`src/rtl/uart_tx_fifo.sv`:
```
// uart_tx_fifo: transmit half of the console UART.
// A byte FIFO feeds an 8N1 serializer that shifts bytes out LSB-first
// at CLKS_PER_BIT = CLK_FREQ/BAUD system clocks per bit.
// Ports:
//   clk, reset_n          clock, asynchronous active-low reset
//   wr_data, wr_en        byte push (accepted when full == 0)
//   clr_overrun           clears the sticky overrun flag
//   full, empty, level    registered FIFO status
//   busy                  serializer frame in progress
//   overrun               sticky: a write was dropped because the FIFO was full
//   tx_out                serial line, idles high
module uart_tx_fifo #(
    parameter int unsigned CLK_FREQ   = 48_000_000,
    parameter int unsigned BAUD       = 115_200,
    parameter int unsigned FIFO_DEPTH = 16
) (
    input  logic                          clk,
    input  logic                          reset_n,
    input  logic [7:0]                    wr_data,
    input  logic                          wr_en,
    input  logic                          clr_overrun,
    output logic                          full,
    output logic                          empty,
    output logic [$clog2(FIFO_DEPTH):0]   level,
    output logic                          busy,
    output logic                          overrun,
    output logic                          tx_out
);

    localparam int unsigned CLKS_PER_BIT = CLK_FREQ / BAUD;
    localparam int unsigned CNT_W        = (CLKS_PER_BIT > 1) ? $clog2(CLKS_PER_BIT) : 1;
    localparam int unsigned PTR_W        = $clog2(FIFO_DEPTH);
    localparam int unsigned LVL_W        = PTR_W + 1;

    typedef enum logic [1:0] {
        S_IDLE  = 2'd0,
        S_START = 2'd1,
        S_DATA  = 2'd2,
        S_STOP  = 2'd3
    } state_e;

    // FIFO storage and status
    logic [7:0]       mem_q [FIFO_DEPTH];
    logic [PTR_W-1:0] wr_ptr_q, wr_ptr_d;
    logic [PTR_W-1:0] rd_ptr_q, rd_ptr_d;
    logic [LVL_W-1:0] level_q, level_d;
    logic             full_q, full_d;
    logic             empty_q, empty_d;
    logic             ovr_q, ovr_d;

    // Serializer
    state_e           state_q, state_d;
    logic [CNT_W-1:0] cnt_q, cnt_d;
    logic [2:0]       bit_q, bit_d;
    logic [7:0]       shift_q, shift_d;
    logic             tx_q, tx_d;
    logic             busy_q, busy_d;

    logic             push_c;
    logic             pop_c;
    logic             cnt_last_c;
    logic [7:0]       head_c;

    assign push_c     = wr_en && !full_q;
    assign cnt_last_c = (cnt_q == CNT_W'(CLKS_PER_BIT - 1));
    assign head_c     = mem_q[rd_ptr_q];

    // FIFO pointer / level / flag next-state
    always_comb begin
        wr_ptr_d = wr_ptr_q;
        rd_ptr_d = rd_ptr_q;
        level_d  = level_q;
        ovr_d    = ovr_q;
        if (push_c) begin
            wr_ptr_d = wr_ptr_q + PTR_W'(1);
        end
        if (pop_c) begin
            rd_ptr_d = rd_ptr_q + PTR_W'(1);
        end
        case ({push_c, pop_c})
            2'b10:   level_d = level_q + LVL_W'(1);
            2'b01:   level_d = level_q - LVL_W'(1);
            default: level_d = level_q;
        endcase
        full_d  = (level_d == LVL_W'(FIFO_DEPTH));
        empty_d = (level_d == LVL_W'(0));
        // A rejected write outranks a simultaneous clear.
        if (wr_en && full_q) begin
            ovr_d = 1'b1;
        end else if (clr_overrun) begin
            ovr_d = 1'b0;
        end
    end

    // Serializer next-state and outputs
    always_comb begin
        state_d = state_q;
        cnt_d   = cnt_q + CNT_W'(1);
        bit_d   = bit_q;
        shift_d = shift_q;
        tx_d    = tx_q;
        pop_c   = 1'b0;
        case (state_q)
            S_IDLE: begin
                cnt_d = CNT_W'(0);
                tx_d  = 1'b1;
                if (!empty_q) begin
                    pop_c   = 1'b1;
                    shift_d = head_c;
                    tx_d    = 1'b0;
                    state_d = S_START;
                end
            end
            S_START: begin
                if (cnt_last_c) begin
                    cnt_d   = CNT_W'(0);
                    bit_d   = 3'd0;
                    tx_d    = shift_q[0];
                    state_d = S_DATA;
                end
            end
            S_DATA: begin
                if (cnt_last_c) begin
                    cnt_d = CNT_W'(0);
                    if (bit_q == 3'd7) begin
                        tx_d    = 1'b1;
                        state_d = S_STOP;
                    end else begin
                        // Shift so the next bit to send is always at bit 0.
                        bit_d   = bit_q + 3'd1;
                        shift_d = {1'b0, shift_q[7:1]};
                        tx_d    = shift_q[1];
                    end
                end
            end
            S_STOP: begin
                if (cnt_last_c) begin
                    cnt_d = CNT_W'(0);
                    if (!empty_q) begin
                        // Back-to-back frame: no idle cycle between stop and start.
                        pop_c   = 1'b1;
                        shift_d = head_c;
                        tx_d    = 1'b0;
                        state_d = S_START;
                    end else begin
                        tx_d    = 1'b1;
                        state_d = S_IDLE;
                    end
                end
            end
            default: begin
                cnt_d   = CNT_W'(0);
                tx_d    = 1'b1;
                state_d = S_IDLE;
            end
        endcase
        busy_d = (state_d != S_IDLE);
    end

    // State registers
    always_ff @(posedge clk or negedge reset_n) begin
        if (!reset_n) begin
            wr_ptr_q <= '0;
            rd_ptr_q <= '0;
            level_q  <= '0;
            full_q   <= 1'b0;
            empty_q  <= 1'b1;
            ovr_q    <= 1'b0;
            state_q  <= S_IDLE;
            cnt_q    <= '0;
            bit_q    <= '0;
            shift_q  <= '0;
            tx_q     <= 1'b1;
            busy_q   <= 1'b0;
        end else begin
            wr_ptr_q <= wr_ptr_d;
            rd_ptr_q <= rd_ptr_d;
            level_q  <= level_d;
            full_q   <= full_d;
            empty_q  <= empty_d;
            ovr_q    <= ovr_d;
            state_q  <= state_d;
            cnt_q    <= cnt_d;
            bit_q    <= bit_d;
            shift_q  <= shift_d;
            tx_q     <= tx_d;
            busy_q   <= busy_d;
        end
    end

    // FIFO data array; contents need no reset
    always_ff @(posedge clk) begin
        if (push_c) begin
            mem_q[wr_ptr_q] <= wr_data;
        end
    end

    assign full    = full_q;
    assign empty   = empty_q;
    assign level   = level_q;
    assign busy    = busy_q;
    assign overrun = ovr_q;
    assign tx_out  = tx_q;

endmodule

```
`config.mk`:
```
export PLATFORM = sky130hd
export DESIGN_NAME = uart_tx_fifo
export DESIGN_NICKNAME = d
export VERILOG_FILES = /design/src/rtl/uart_tx_fifo.sv
export SDC_FILE = /design/constraint.sdc
export NUM_CORES = 1
export LEC_CHECK = 0
export CAP_MARGIN = 20
export CORE_MARGIN = 2
export CORE_UTILIZATION = 58
export CTS_CLUSTER_DIAMETER = 100
export DETAILED_ROUTE_END_ITERATION = 16
export DONT_BUFFER_PORTS = 1
export PLACE_DENSITY = 0.71
export SETUP_SLACK_MARGIN = 0.05
export SLEW_MARGIN = 20
export SYNTH_ARGS = -nofsm -noshare
export SYNTH_HDL_FRONTEND = slang
export SYNTH_SLANG_ARGS = --single-unit
```
`constraint.sdc`:
```
create_clock -name clk -period 4.2 [get_ports clk]
set_input_delay 0.84 -clock clk [delete_from_list [all_inputs] [get_ports clk]]
set_output_delay 0.84 -clock clk [all_outputs]
set_load 0.02 [all_outputs]
```
==> flow_summary.json <==
{
  "first_pass_iters": 4,
  "cp_slowest_cell": "dfrtp_1",
  "core-area_mm2": 0.0125,
  "num_vias": 3663,
  "antenna_found_initial": 0,
  "sw_frac_of_total_pct": 31.6,
  "worst_slew_pin_slew_ns": 0.776,
  "clk_transition_reported_paths_ns": 0.06,
  "p_comb_share_pct": 29.0,
  "fp.dieArea_mm2": 0.0135,
  "p_clk_share_pct": 30.1,
  "cts_resized": 0,
  "cp.required_ns": 4.53,
  "cp_top_family": "simple AND/OR/NAND/NOR gates",
  "wl_per_cell_um": 20.6,
  "pre_cts_ws_ns": 0.928,
  "switchingPower_mw": 1.90,
  "arrival_ns": 3.44,
  "critPathBufInv": 2,
  "cp_max_fo": 5,
  "via_per_inst": 5.92,
  "fin_skew_ns": 0.0109,
  "ctsHtreeMaxLevel": 4,
  "cts_buffers": 17,
  "synth_edf_count": 128,
  "drv_cap": 0,
  "grt-ovfl-total": 0,
  "numClockSinks": 168,
  "cp_cell_sequence": "inv_1 -> ha_1 -> nor2_1 -> nand2_1 -> nor2_2 -> xor2_1 -> ha_1 -> nand2b_1 -> nor3_1 -> nand3b_1 -> a31oi_1 -> xnor2_1 -> inv_1 -> a211oi_1",
  "min_path_type": "in -> async",
  "syn_inst": 438,
  "cts_hold_buf": 0,
  "synth_area_leaders": "edfxtp_1, dfrtp_1, mux4_2",
  "yosysMostFrequentCell": "edfxtp_1",
  "p_leak_nw": 2.84,
  "chipHeight_um": 116,
  "grt_max_degree": 41,
  "cp-start-kind": "flip-flop",
  "drc_errors": 0,
  "drive_gt1_share_pct": 14.8,
  "final.setup.tns_ns": 0,
  "rows": 41,
  "power_density_mw_per_mm2": 747,
  "p_seq_share_pct": 40.9,
  "path_depth": 14,
  "internal_power_mw": 4.12,
  "fmax_mhz": 322,
  "ys_warn_count": 0,
  "hold_viol": 0,
  "drt-total-wl_um": 12700,
  "synth_area_leader_cell": "edfxtp_1",
  "cts.path.max_buffers": 2,
  "die_x_um": 116,
  "end_kind": "flip-flop",
  "initial_core_util_pct": 58.8,
  "netlist.area_leader.share_pct": 52.5,
  "grt_pass1_vias": 3718,
  "rsz0062_at_grt": "false",
  "synth-main-ff-cell": "edfxtp_1",
  "synth-seq-area-share_pct": 66.2,
  "status": "finished clean",
  "nets": 463,
  "track_usage_pct": 21.1,
  "final_antenna_net_count": 0,
  "finalCriticalPeriod_ns": 3.10,
  "ys_types": 50,
  "clkLatencyLatePin_ns": 0.43,
  "synth_nets": 465,
  "area_delta_synth_final_pct": 10.1,
  "max_stage_delay_ns": 0.43,
  "criticalPathCategory": "reg -> reg",
  "io_buffers": 0,
  "reg2regPathDepth": 14,
  "slew_headroom_pct": 48.3,
  "cts_setup_buffers": 0,
  "cts_root_buf": "clkbuf_16",
  "cts_tree": "built",
  "post-dp-hpwl_um": 8130,
  "setup_viol": 0,
  "synth_async_sr_flop_share_pct": 23.8,
  "n_antenna_cell": 0,
  "maxSlewViolCount": 0,
  "ys_ff_latch": 168,
  "grt_pass1_wl_um": 20400,
  "io_pins": 22,
  "finalCritPeriodShare_pct": 73.9,
  "peakVddDrop_mv": 0.566,
  "worst_slack_ns": 1.10,
  "syn_area_per_cell_um2": 16.7,
  "drtIter0Drc": 428,
  "synth_area_mm2": 0.00732,
  "gp_congestion": 0.814,
  "yosys-top-cells-count": "edfxtp_1, dfrtp_1, nor2_1, mux4_2, a21oi_1",
  "rrSetupSlack_ns": 1.10
}
==> per-stage QoR <==
step	hold WS, ns	instance area (µm²)	power (mW)	utilization [%]	instances
2_1_floorplan	0.453	7320	3.91	-	438
3_3_place_gp	0.472	7380	4.17	59.2	589
3_5_place_dp	0.488	7380	4.24	59.2	589
4_1_cts	0.0813	8070	6.06	64.7	619
5_1_grt	0.0818	8070	6.35	64.7	619
6_report	0.101	8070	6.02	64.7	619
==> flip-flops by register name (all words and copies together), names as in the netlist, 2 cells and up <==
signal / count
level: 5
cnt_q: 9
rd_ptr_q: 4
bit_q: 3
mem_q: 128
wr_ptr_q: 4
shift_q: 8
state_q: 2
==> worst register-to-register path: stages (launching register included) <==
cell and delay, ns:
dfrtp_1 0.43, inv_1 0.11, ha_1 0.37, nor2_1 0.20, nand2_1 0.15, nor2_2 0.29
xor2_1 0.22, ha_1 0.23, nand2b_1 0.10, nor3_1 0.16, nand3b_1 0.10, a31oi_1 0.20
xnor2_1 0.16, inv_1 0.08, a211oi_1 0.21
==> area by class of cell <==
cell class	count	area [µm²]
flip-flops and latches	168	4850
fillers	844	4400
multi-input cells	231	2230
clock buffers	17	425
clock inverters	13	265
well taps	172	215
inverters	15	56.3
repair buffers	3	22.5
==> placed cells by master (no fill, tap or decap), types with 10 or more instances in the layout <==
cell and n:
mux4_2 23, inv_1 15, mux4_1 16, o21ai_0 12
xor2_1 10, and2_1 17, a21oi_1 18, edfxtp_1 128
clkbuf_16 17, ha_1 15, dfrtp_1 37, nor2_1 24
nand2_1 14
==> per-layer routing <==
metal / GRT usage (%) / share of wire [%] / wire length [µm]
met4: 7.14 / 1.5 / 191
met2: 32.8 / 50 / 6350
met1: 28.5 / 43 / 5520
met5: 0 / 0 / 0
met3: 7.06 / 5.2 / 665
==> power by group through the flow <==
stage | logic [mW] | registers [mW] | clock network (mW)
floorplan | 1.61 | 2.29 | 0
global placement | 1.69 | 2.48 | 0
detailed placement | 1.74 | 2.49 | 0
CTS | 1.75 | 2.46 | 1.84
global route | 1.93 | 2.51 | 1.91
finish | 1.75 | 2.46 | 1.82
==> cell families after synthesis <==
logic type	Yosys count	share of synthesized area [%]
compound gates	50	4.27
xor+xnor	18	2.15
fa+ha+maj	15	2.56
buf+inv	39	3.33
flops	168	66.2
mux	49	14.2
simple gates	99	7.29
==> path summary, 6_finish.rpt <==
check,from,end
max,state_q[1],empty
min,reset_n,level[3]
max reg2reg,state_q[1],empty
min reg2reg,cnt_q[0],cnt_q[0]
max in group asynchronous,reset_n,tx_out
min in group clk,cnt_q[0],cnt_q[0]
Note: power is estimated with default switching activity, not from simulation.
